<file path="src/rtl/temperature_sensor_reader.sv">
// rtl/temperature_sensor_reader.sv - SPI thermistor ADC reader with windowed averaging, scaling and railed-sensor fault
module temperature_sensor_reader #(
    parameter int CLK_DIV       = 25,
    parameter int SAMPLE_PERIOD = 50000,
    parameter int AVG_LOG2      = 3,
    parameter int ADC_OFFSET    = 0,
    parameter int ADC_SHIFT     = 2
) (
    input  logic       i_Clock50MHz,
    input  logic       i_Reset,
    input  logic       i_Adc_Miso,
    output logic       o_Adc_Sclk,
    output logic       o_Adc_Mosi,
    output logic       o_Adc_Cs_n,
    output logic [7:0] o_Live,
    output logic       o_Live_Valid,
    output logic       o_Sensor_Fault
);

    localparam int TW = $clog2(SAMPLE_PERIOD + 1);
    localparam int DW = $clog2(CLK_DIV + 1);
    localparam int AW = 10 + AVG_LOG2;
    localparam int CW = AVG_LOG2 + 1;
    localparam logic [CW-1:0] LAST_SAMPLE = CW'((1 << AVG_LOG2) - 1);

    localparam logic [2:0] S_IDLE    = 3'd0;
    localparam logic [2:0] S_SETUP   = 3'd1;
    localparam logic [2:0] S_SHIFT   = 3'd2;
    localparam logic [2:0] S_HOLD    = 3'd3;
    localparam logic [2:0] S_ACCUM   = 3'd4;
    localparam logic [2:0] S_PUBLISH = 3'd5;

    logic [2:0]    r_state;
    logic [TW-1:0] r_timer;
    logic [DW-1:0] r_div;
    logic [4:0]    r_half;
    logic [9:0]    r_shift;
    logic [AW-1:0] r_acc;
    logic [CW-1:0] r_count;
    logic          r_win_fault;

    logic       w_req;
    logic       w_div_done;
    logic [3:0] w_rise_idx;
    logic [4:0] w_next_cmd_idx;
    logic       w_capture;
    logic [9:0] w_avg;
    logic [9:0] w_diff;
    logic [9:0] w_scaled;
    logic [7:0] w_live;

    // MCP3002 command: start, single-ended, channel 0, MSB first
    function automatic logic cmd_bit(input logic [4:0] idx);
        return (idx == 5'd0) || (idx == 5'd1) || (idx == 5'd3);
    endfunction

    assign w_req          = (r_timer == TW'(SAMPLE_PERIOD - 1));
    assign w_div_done     = (r_div == DW'(CLK_DIV - 1));
    assign w_rise_idx     = 4'((r_half + 5'd1) >> 1);
    assign w_next_cmd_idx = {1'b0, r_half[4:1]} + 5'd1;
    assign w_capture      = (w_rise_idx >= 4'd5) && (w_rise_idx <= 4'd14);

    assign w_avg = r_acc[AW-1:AVG_LOG2];

    always_comb begin
        w_diff = 10'd0;
        if (32'(w_avg) >= 32'(ADC_OFFSET)) begin
            w_diff = 10'(32'(w_avg) - 32'(ADC_OFFSET));
        end
        w_scaled = w_diff >> ADC_SHIFT;
        w_live   = (w_scaled > 10'd255) ? 8'hFF : w_scaled[7:0];
    end

    always_ff @(posedge i_Clock50MHz or posedge i_Reset) begin
        if (i_Reset) begin
            r_state        <= S_IDLE;
            r_timer        <= '0;
            r_div          <= '0;
            r_half         <= '0;
            r_shift        <= '0;
            r_acc          <= '0;
            r_count        <= '0;
            r_win_fault    <= 1'b0;
            o_Adc_Sclk     <= 1'b0;
            o_Adc_Mosi     <= 1'b0;
            o_Adc_Cs_n     <= 1'b1;
            o_Live         <= 8'hFF;
            o_Live_Valid   <= 1'b0;
            o_Sensor_Fault <= 1'b0;
        end else begin
            r_timer      <= w_req ? '0 : r_timer + 1'b1;
            o_Live_Valid <= 1'b0;
            case (r_state)
                S_IDLE: begin
                    // requests seen outside IDLE are simply lost
                    if (w_req) begin
                        r_state    <= S_SETUP;
                        r_div      <= '0;
                        o_Adc_Cs_n <= 1'b0;
                        o_Adc_Sclk <= 1'b0;
                        o_Adc_Mosi <= cmd_bit(5'd0);
                    end
                end
                S_SETUP: begin
                    if (w_div_done) begin
                        r_state    <= S_SHIFT;
                        r_div      <= '0;
                        r_half     <= '0;
                        o_Adc_Sclk <= 1'b1;
                    end else begin
                        r_div <= r_div + 1'b1;
                    end
                end
                S_SHIFT: begin
                    if (w_div_done) begin
                        r_div <= '0;
                        if (r_half == 5'd31) begin
                            r_state    <= S_HOLD;
                            o_Adc_Cs_n <= 1'b1;
                            o_Adc_Sclk <= 1'b0;
                            o_Adc_Mosi <= 1'b0;
                        end else begin
                            r_half     <= r_half + 5'd1;
                            o_Adc_Sclk <= ~o_Adc_Sclk;
                            // odd half ends low, so the next toggle is a rising edge
                            if (r_half[0]) begin
                                if (w_capture) begin
                                    r_shift <= {r_shift[8:0], i_Adc_Miso};
                                end
                            end else begin
                                o_Adc_Mosi <= cmd_bit(w_next_cmd_idx);
                            end
                        end
                    end else begin
                        r_div <= r_div + 1'b1;
                    end
                end
                S_HOLD: begin
                    if (w_div_done) begin
                        r_state <= S_ACCUM;
                        r_div   <= '0;
                    end else begin
                        r_div <= r_div + 1'b1;
                    end
                end
                S_ACCUM: begin
                    r_acc   <= r_acc + AW'(r_shift);
                    r_count <= r_count + 1'b1;
                    if ((r_shift == 10'h000) || (r_shift == 10'h3FF)) begin
                        r_win_fault <= 1'b1;
                    end
                    r_state <= (r_count == LAST_SAMPLE) ? S_PUBLISH : S_IDLE;
                end
                S_PUBLISH: begin
                    o_Live         <= r_win_fault ? 8'hFF : w_live;
                    o_Sensor_Fault <= r_win_fault;
                    o_Live_Valid   <= 1'b1;
                    r_acc          <= '0;
                    r_count        <= '0;
                    r_win_fault    <= 1'b0;
                    r_state        <= S_IDLE;
                end
                default: r_state <= S_IDLE;
            endcase
        end
    end

endmodule

</file>
<file path="config.mk">
export PLATFORM = sky130hd
export DESIGN_NAME = temperature_sensor_reader
export DESIGN_NICKNAME = d
export VERILOG_FILES = /design/src/rtl/temperature_sensor_reader.sv
export SDC_FILE = /design/constraint.sdc
export NUM_CORES = 1
export LEC_CHECK = 0
export CAP_MARGIN = 20
export CORE_MARGIN = 2
export CORE_UTILIZATION = 57
export CTS_BUF_LIST = sky130_fd_sc_hd__clkbuf_4 sky130_fd_sc_hd__clkbuf_8
export DETAILED_ROUTE_END_ITERATION = 8
export PLACE_DENSITY = 0.83
export SLEW_MARGIN = 20
export SYNTH_ARGS = -nofsm -noshare
export SYNTH_HDL_FRONTEND = slang
export SYNTH_SLANG_ARGS = --single-unit
</file>
<file path="constraint.sdc">
create_clock -name i_Clock50MHz -period 2.55 [get_ports i_Clock50MHz]
set_clock_uncertainty 0.15 [all_clocks]
set_input_delay 0.6375 -clock i_Clock50MHz [delete_from_list [all_inputs] [get_ports i_Clock50MHz]]
set_output_delay 0.6375 -clock i_Clock50MHz [all_outputs]
set_load 0.01 [all_outputs]
</file>
==> results of run 1 <==
flip-flops by register name, summed over array words and instances (netlist names):
register        cells
o_Adc_Cs_n          1
o_Adc_Mosi          1
o_Adc_Sclk          1
o_Live              8
o_Live_Valid        1
o_Sensor_Fault      1
r_acc              13
r_count             4
r_div               5
r_half              5
r_shift            10
r_state             3
r_timer            16
r_win_fault         1
through the flow:
step,instances,utilization,instance area [um^2],hold WS [ns]
after floorplan,390,-,3800,0.298
after global routing,492,0.679,4330,0.367
after global placement,475,0.635,4060,0.314
after CTS,491,0.669,4270,0.332
final,492,0.679,4330,0.329
after detailed placement,475,0.635,4060,0.321
cell usage in the layout, fill, tap and decap left out, types with 13 or more instances in the layout:
master / netlist / routed
o21ai_0: 36 / 35
dfrtp_1: 61 / 60
clkdlybuf4s50_1: 0 / 15
xnor2_1: 13 / 13
nand2_1: 47 / 47
nand3_1: 18 / 18
ha_1: 16 / 14
nor2_1: 34 / 34
metal layers:
layer  up-vias  global-route usage  share of wire
met5         -                   0              0
met2        80               0.366           0.49
met3        11              0.0366          0.039
li1       1454                   -              -
met4         0               0.117          0.012
met1      1426               0.309           0.46
worst reg2reg max path: cells and delay by family, from the launching register on:
family          cells  cell delay (ns)
simple gates        2             0.41
flops               1             0.45
fa+ha+maj           2             0.47
mux                 1             0.30
compound gates      2             0.51
cells by family (layout without fill, tap and decap cells):
kind of cell               Yosys count  in the layout
AOI/OAI and AO/OA                   94             95
xor gates and xnor gates            22             22
adders and majority gates           17             17
and+or+nand+nor                    144            144
DFF                                 70             70
buffers and inverters               28             52
muxes                               15             15
area by class of cell:
type	count	area, um^2
Inverter	14	52.6
Clock inverter	6	86.3
Sequential cell	70	1760
Timing Repair Buffer	22	228
Multi-Input combinational cell	293	1980
Clock buffer	10	131
Fill cell	466	2050
Tap cell	77	96.3
timing repair:
action,in CTS,in global routing
endpoints found under the setup margin,0,13
hold buffers,0,0
gates resized for setup,0,11
where the power goes:
part / internal (mW) / switching [mW]
Clock: 0.560 / 0.428
Sequential: 1.11 / 0.000974
Combinational: 0.0109 / 0.0233
Total: 1.68 / 0.452
worst min path at each step:
stage                     depth (start not counted)       start          to  slack (ns)
after floorplan                                   1  r_timer[0]  r_timer[0]        0.30
after global placement                            1  r_timer[0]  r_timer[0]        0.31
after detailed placement                          2   o_Live[3]   o_Live[3]        0.32
after CTS                                         2   o_Live[3]   o_Live[3]        0.33
after global routing                              1  r_timer[0]  r_timer[0]        0.37
final                                             2   o_Live[3]   o_Live[3]        0.33
==> run summary, run 1 <==
FF-to-FF path depth = 7
Max-cap viol count = 0
Top delay family on crit path = compound AO/OA/AOI/OAI gates
Critical Path Fanout Max = 7
Die height = 85.6 um
Slowest cell delay on critical path = 0.45 ns
Vias per inst = 6.04
GR Util All Layers = 0.231
Final min period = 2.40 ns
Final WL = 7.88 mm
FP Rows = 29
Worst Path Buf+Inv = 0
VDD IR-drop max = 0.442 mV
Synth Register Bits = 70
Avg WL per Cell = 16.0 um
Post-synth top area cell = dfrtp_1
Via Count = 2,971
Io pins = 16
Worst skew pair latency = 0.35 ns
Post-Syn Area = 3800 um^2
Mapped Avg Cell Area = 9.74 um^2
Final period utilization = 0.943
Mux contribution to synthesized area = 0.0435
Ranking of synthesized cells by area = dfrtp_1 40%, dfstp_2 6.2%, ha_1 5.3%
Min-delay worst type = reg -> reg
Stages on worst setup path = 7
Final GP Congestion = 0.877
1st-pass router iterations = 4
Share of the synthesized area in the top cell type = 0.402
Share of layout cells above drive strength 1 = 0.140
Top-count cell post-synth = dfrtp_1
Crit path cell chain = ha_2, and3_1, ha_4, and4_1, a211oi_4, o21ai_4, mux2_2
FMAX = 0.416 GHz
Pre-CTS setup slack = 0.0711 ns
Largest family of logic cells by synthesized area = simple AND/OR/NAND/NOR gates
Complex-gate fraction of the synthesized area = 0.157
Largest net degree at the start of global routing = 45
Post-route ant nets = 0
WS Path Type = reg -> reg
Vias in the first global route = 2,921
FF-to-FF Start = r_half[1]
Reg clk slew, reported paths = 0.08 ns
Setup TNS = 0 ns
Predominant post-synthesis flop cell = dfrtp_1
Initial antenna violation count = 0
Cts bufs inserted = 9
Post-CTS Setup Inserts = 0
Final setup fails = 0
Area Growth Syn to Fin = 14.1%
RSZ-0062 raised after global routing = false
DP HPWL = 5.36 mm
Register area share after synthesis = 0.464
Slew Limit Headroom = 0.597
Top cells by count, synth = 61 x dfrtp_1, 47 x nand2_1, 36 x o21ai_0
Hold Vio Cnt, Final = 0
Core area = 6390 um^2
Die Area = 7330 um^2
Number of diodes = 0
CP arrival = 2.49 ns
Post-layout nets = 430
Setup crit end kind = flip-flop
First-pass GRT wire length = 13.4 mm
Startpoint types = flip-flop
Root Buffer = clkbuf_8
DRC = 0
Grt total ovfl = 0
Power consumption = 2.13 mW
Post-Synth XOR/XNOR Area = 0.0507
CP max-delay cell = dfrtp_2
Max Transition Viols Final = 0
Run status = finished clean
Initial Util = 0.595
Die W = 85.6 um
Synth Warn # = 0
Crit path from = r_half[1]
Slew @ Worst Pin = 0.605 ns
Post-Synth Adder-Cell Area = 0.0580
Mapped Cells = 390
CTS tree = built
Yosys cell types = 56
PD cells = 492 nW/um^2
P_leak = 1.87 nW
Deepest clock path buffer count = 2
H-tree levels = 3
Final WS setup = 0.146 ns
Worst reg2reg setup slack = 0.15 ns
Reg2Reg Capture Point = r_shift[9]
Share of flip-flops with an asynchronous set or reset = 1.00
Clock sink count = 70
Critical Path Sink = r_shift[9]
Iter 0 DRT Violations = 185
Post-Synth Simple-Gate Area = 0.195
I/O Buffers = 15
Syn_nets = 410
EDFF count, synth = 0
Worst EP required = 2.63 ns
Note: power is estimated with default switching activity, not from simulation.
==> run 2, diff against run 1 <==
--- a/config.mk
+++ b/config.mk
@@ -5,12 +5,13 @@
 export SDC_FILE = /design/constraint.sdc
 export NUM_CORES = 1
 export LEC_CHECK = 0
+export ABC_AREA = 1
 export CAP_MARGIN = 20
 export CORE_MARGIN = 2
 export CORE_UTILIZATION = 57
 export CTS_BUF_LIST = sky130_fd_sc_hd__clkbuf_4 sky130_fd_sc_hd__clkbuf_8
 export DETAILED_ROUTE_END_ITERATION = 8
-export PLACE_DENSITY = 0.83
+export PLACE_DENSITY = 0.82
 export SLEW_MARGIN = 20
 export SYNTH_ARGS = -nofsm -noshare
 export SYNTH_HDL_FRONTEND = slang
==> run 2 against run 1 <==
  * Via count is 13% higher
  * Sequential share of layout area decreased by 0.35 points
  * Routed wire length rose by 1.7%
  * First-iteration DRC count increased by 16%
  * Worst setup slack gained 0.070 ns
  * Critical path depth grew 5
  * Clock power is 4% higher
  * Sequential power about the same
  * Non-clock buffer count shrank 5
  * Critical path type unchanged
==> run summary, run 2 <==
Run status = finished clean
Placed Area = 4140 um^2 (+2.1%)
Busiest grt layer = met2
Final period utilization = 0.915 (-0.0273)
Crit-path most repeated cell = nand2_1
Root Buffer = clkbuf_8
Hold EP = r_timer[0]
Slowest cell delay on critical path = 0.44 ns (about the same)
Hold Path Cell Cnt = 1 (-1)
Share of flip-flops with an asynchronous set or reset = 1.00 (unchanged)
Commonest non-fill, non-tap cell in the layout = nand2_1
Share of the synthesized area in the top cell type = 0.392 (-0.00957)
VDD IR-drop max = 0.296 mV (-33%)
Setup crit end kind = flip-flop
Initial Util = 0.582 (-0.0124)
Critical Path Fanout Max = 11 (+4)
Worst EP required = 2.64 ns (about the same)
Final GP Congestion = 0.895 (+2.1%)
Predominant post-synthesis flop cell = dfrtp_1
FF-to-FF path depth = 12 (+5)
Reg2Reg Capture Point = r_shift[5]
M1 GR Usage = 0.303 (-0.00612)
Int Pwr = 1.70 mW (+1.3%)
Setup TNS = 0 ns (unchanged)
RSZ-0062 raised after global routing = false
Reg clk slew, reported paths = 0.08 ns (about the same)
Cts bufs inserted = 9 (unchanged)
Top cells by count, synth = 164 x nand2_1, 61 x dfrtp_1, 57 x inv_1
Area of the multi-input gates = 1860 um^2 (-5.8%)
Power consumption = 2.17 mW (+1.7%)
1st-pass router iterations = 4 (unchanged)
Clock power frac = 0.474 (+0.011)
Commonest cells after routing, fill and taps aside = 164 x nand2_1, 61 x dfrtp_1, 56 x inv_1
Final WL = 8.01 mm (+1.7%)
Sw Share = 0.215 (+0.00315)
Largest reg by FF count = r_timer
M3 GR Usage = 0.0476 (+0.0110)
Share of layout cells above drive strength 1 = 0.0766 (-0.0631)
Reg power frac = 0.512 (-0.009)
GR Util met2 = 0.378 (+0.0126)
Initial antenna violation count = 0 (unchanged)
Slew @ Worst Pin = 0.547 ns (-0.0582 ns)
Clock sink count = 70 (unchanged)
Die W = 86.6 um (+1.2%)
Largest register FFs = 16 (unchanged)
Area Growth Syn to Fin = 12.3%
Core area = 6680 um^2 (+4.6%)
CTS tree = built
Grt total ovfl = 0 (unchanged)
Post-Layout Cell Count = 615 (+25%)
DRC = 0 (unchanged)
Final setup fails = 0 (unchanged)
H-tree levels = 3 (unchanged)
Avg WL per Cell = 13.0 um (-19%)
Mapped Avg Cell Area = 7.66 um^2 (-21%)
Max-cap viol count = 0 (unchanged)
Io pins = 16 (unchanged)
Register area share after synthesis = 0.453 (-0.0111)
Post-Syn Area = 3890 um^2 (+2.4%)
FMAX = 0.428 GHz (+3.0%)
Ranking of synthesized cells by area = dfrtp_1 39%, nand2_1 16%, dfstp_2 6.1%
Filler cells = 568 (+22%)
Yosys cell types = 35 (-38%)
CTS hold repair buffers = 0 (unchanged)
Worst reg2reg setup slack = 0.22 ns (+0.07 ns)
GR Util All Layers = 0.230 (-0.000919)
Mapped Cells = 508 (+30%)
Min-delay worst type = reg -> reg
Synth Register Bits = 70 (unchanged)
Vias per inst = 5.45 (-9.7%)
Post-CTS Setup Inserts = 0 (unchanged)
Die Area = 7500 um^2 (+2.3%)
Hold path start = r_timer[0]
EDFF count, synth = 0 (unchanged)
Top-count cell post-synth = nand2_1
Cells resized by post-CTS repair = 0 (unchanged)
Slew Limit Headroom = 0.635 (+0.0379)
Crit path cell chain = ha_1, nand2_1, nor2_1, ha_1, nand2_1, inv_1, nand2_1, nor2_1, nor2_2, nand2_2, nand2_1, nand2_1
Via Count = 3,352 (+13%)
Hold Vio Cnt, Final = 0 (unchanged)
Post-synth top area cell = dfrtp_1
First-pass GRT wire length = 13.7 mm (+2.4%)
CP arrival = 2.43 ns (-0.06 ns)
Sequential Area = 1760 um^2 (about the same)
Startpoint types = flip-flop
PD cells = 496 nW/um^2 (+0.85%)
Switch Pwr = 0.466 mW (+3.2%)
Max Transition Viols Final = 0 (unchanged)
Post-layout nets = 550 (+28%)
Iter 0 DRT Violations = 214 (+16%)
Synth Warn # = 0 (unchanged)
FP Rows = 30 (+3.4%)
Regs by FF count = r_timer (16), r_acc (13), r_shift (10)
P_leak = 2.28 nW (+22%)
Comb power frac = 0.014 (-0.002)
Die height = 86.6 um (+1.2%)
Syn_nets = 528 (+29%)
Deepest clock path buffer count = 2 (unchanged)
Number of diodes = 0 (unchanged)
Placed cells = 599 (+26%)
Post-route cell area = 4370 um^2 (+0.81%)
Worst skew pair latency = 0.35 ns (about the same)
FF-to-FF Start = r_half[0]
I/O Buffers = 15 (unchanged)
WS Path Type = reg -> reg
Vias in the first global route = 3,130 (+7.2%)
CP max-delay cell = dfrtp_1
Final min period = 2.33 ns (-0.0695 ns)
Post-route ant nets = 0 (unchanged)
Largest net degree at the start of global routing = 31 (-31%)
DP HPWL = 5.71 mm (+6.4%)
run 2: changes by cell type after synthesis, sizes merged, moves of 7 or more:
| cell | delta |
|---|---|
| xnor2 | -9 |
| nor2 | +23 |
| mux2 | -12 |
| o21ai | -16 |
| a31oi | -7 |
| clkbuf | -8 |
| inv | +46 |
| nand3 | +28 |
| nand2 | +122 |
run 2: cell type report:
type                       instances  share of cell area
sequential                        70               0.403
timing repair buffer              17              0.0435
clock buffer                      10              0.0315
tap                               80              0.0229
inverter                          60              0.0515
clock inverter                     6              0.0212
multi-input combinational        372               0.426
run 2: critical path, delay by kind of cell, from the launching register on:
family                     cells  cell delay, ns
DFF                            1            0.44
and+or+nand+nor                9            1.02
adders and majority gates      2            0.55
buffers and inverters          1            0.05
run 2: power groups by stage:
stage               clock network (mW)  logic [mW]  registers (mW)
finish                            1.03      0.0314            1.11
global route                      1.09      0.0373            1.11
CTS                               1.05      0.0332            1.11
detailed placement                   0      0.0333            1.13
global placement                     0      0.0327            1.13
floorplan                            0      0.0161            1.13
run 2: per-stage QoR:
stage / setup slack, ns / hold slack, ns / util
after floorplan: 0.00918 / 0.283 / -
after global placement: 0.406 / 0.299 / 0.619
after detailed placement: 0.306 / 0.301 / 0.619
after CTS: 0.230 / 0.311 / 0.654
after global routing: 0.0648 / 0.326 / 0.654
final: 0.216 / 0.308 / 0.654
run 2: cells by family (layout without fill, tap and decap cells):
logic type / count (synthesis) / in the layout / synth area share
fa+ha+maj: 17 / 17 / 0.0566
xor+xnor: 9 / 9 / 0.0203
flops: 70 / 70 / 0.453
simple gates: 296 / 296 / 0.325
buf+inv: 66 / 93 / 0.0685
compound gates: 50 / 50 / 0.0766
run 2: per-layer routing:
| layer | vias up | wire length [um] |
|---|---|---|
| met5 | - | 0 |
| met4 | 0 | 90 |
| met3 | 10 | 374 |
| met2 | 87 | 3810 |
| met1 | 1568 | 3730 |
| li1 | 1687 | - |
run 2: worst max-delay path by stage:
stage | startpoint | endpoint | slack [ns] | depth (start not counted)
after global routing | r_half[0] | r_shift[5] | 0.06 | 12
after floorplan | i_Reset | o_Adc_Mosi | 0.009 | 1
after CTS | r_half[0] | r_shift[5] | 0.23 | 12
after global placement | r_half[0] | r_shift[3] | 0.41 | 12
final | r_half[0] | r_shift[5] | 0.22 | 12
after detailed placement | r_half[0] | r_shift[5] | 0.31 | 12
==> run 3, diff against run 2 <==
--- a/config.mk
+++ b/config.mk
@@ -16,3 +16,4 @@
 export SYNTH_ARGS = -nofsm -noshare
 export SYNTH_HDL_FRONTEND = slang
 export SYNTH_SLANG_ARGS = --single-unit
+export TNS_END_PERCENT = 50
==> results of run 3 <==
Same layout as run 2: the final DEF is identical, and so are final timing and power.
==> patch (settings of run 3) <==
Put one more register stage on the output `o_Sensor_Fault`. The value now appears one clock later. The other outputs are not delayed to match.
--- a/src/rtl/temperature_sensor_reader.sv
+++ b/src/rtl/temperature_sensor_reader.sv
@@ -29,6 +29,8 @@
     localparam logic [2:0] S_HOLD    = 3'd3;
     localparam logic [2:0] S_ACCUM   = 3'd4;
     localparam logic [2:0] S_PUBLISH = 3'd5;
+
+    logic o_Sensor_Fault_s0;
 
     logic [2:0]    r_state;
     logic [TW-1:0] r_timer;
@@ -86,7 +88,7 @@
             o_Adc_Cs_n     <= 1'b1;
             o_Live         <= 8'hFF;
             o_Live_Valid   <= 1'b0;
-            o_Sensor_Fault <= 1'b0;
+            o_Sensor_Fault_s0 <= 1'b0;
         end else begin
             r_timer      <= w_req ? '0 : r_timer + 1'b1;
             o_Live_Valid <= 1'b0;
@@ -153,7 +155,7 @@
                 end
                 S_PUBLISH: begin
                     o_Live         <= r_win_fault ? 8'hFF : w_live;
-                    o_Sensor_Fault <= r_win_fault;
+                    o_Sensor_Fault_s0 <= r_win_fault;
                     o_Live_Valid   <= 1'b1;
                     r_acc          <= '0;
                     r_count        <= '0;
@@ -165,5 +167,9 @@
         end
     end
 
+    always_ff @(posedge i_Clock50MHz) begin
+        o_Sensor_Fault <= o_Sensor_Fault_s0;
+    end
+
 endmodule
 
Check against the original RTL: same outputs for any inputs over 10 cycles, from zero or initial values and one cycle with i_Reset high; that may be too few to reach the edited logic, so the function may still have changed.
==> patch against run 3 <==
Sequential cell count up 1; area after synthesis is 0.51% higher; sequential share of layout area rose by 0.55 points; first-iteration DRC count fell by 5.6%; final area down 0.23%; die area grew 0.49%; wire length unchanged; core utilization is 0.51 points lower; power down 4.5%; combinational power is essentially flat; setup slack gained 0.032 ns; critical path type unchanged; highest routed layer unchanged.
==> patch: results <==
[placement]
detailed_place.area_um2 = 4160
routabilityCongestion = 0.886
dp_cells = 600
post-place-ws_ns = 0.286
hpwl_mm = 5.77

[drt]
vias = 3312
drt-initial-drc-count = 202

[global_route]
grt_pass1_vias = 3360
grt_max_degree = 45
grt_usage_pct = 24.2
grt_pass1_wl_mm = 14.5

[synthesis]
ys_seq_area_share_pct = 45.6
synth_area_leaders = "dfrtp_1 (39%), nand2_1 (16%), dfstp_2 (6.0%)"
ys_types = 36
async_flop_share_pct = 98.6

[timing]
hold_ws_ns = 0.231
worstMarginPinSlew_ns = 0.597
setup_slack_ns = 0.248

[power]
power.leakage_nw = 2.28
peakVddDrop_v = 0.000280
power.density_nw_per_um2 = 475

[min_path]
hold_path.startpoint = "o_Sensor_Fault_s0"
hold_path_end = "o_Sensor_Fault"
hold_path_depth = 0

[finish]
fin_cells = 616
drive_gt1_share_pct = 7.65

[worst_setup_path]
rr_worst_depth = 10

[run_status]
status = "finished clean"
[patch: cell count changes after synthesis, sizes merged]
cell | before | now
dfxtp | 0 | 1
[patch: cells by family (layout without fill, tap and decap cells)]
kind of cell	after synthesis	in the layout	share of synthesized area, %
flip-flops	71	71	45.6
AND/OR/NAND/NOR	296	296	32.3
adder cells (fa/ha/maj)	17	17	5.63
AO/OA/AOI/OAI	50	50	7.62
buffers and inverters	66	93	6.82
XOR/XNOR	9	9	2.02
[patch: routing by layer]
metal | vias to the layer above | wire length [um] | GRT usage, %
met4 | 0 | 93 | 8.52
li1 | 1687 | - | -
met5 | - | 0 | 0
met1 | 1551 | 3640 | 29.4
met3 | 10 | 263 | 4.95
met2 | 64 | 4020 | 42.6
[patch: cell type report]
type	instances	area [um2]
multi-input cells	372	1860
flip-flops and latches	71	1780
repair buffers	17	190
clock buffers	12	153
inverters	60	225
fillers	556	2360
clock inverters	4	47.5
well taps	80	100
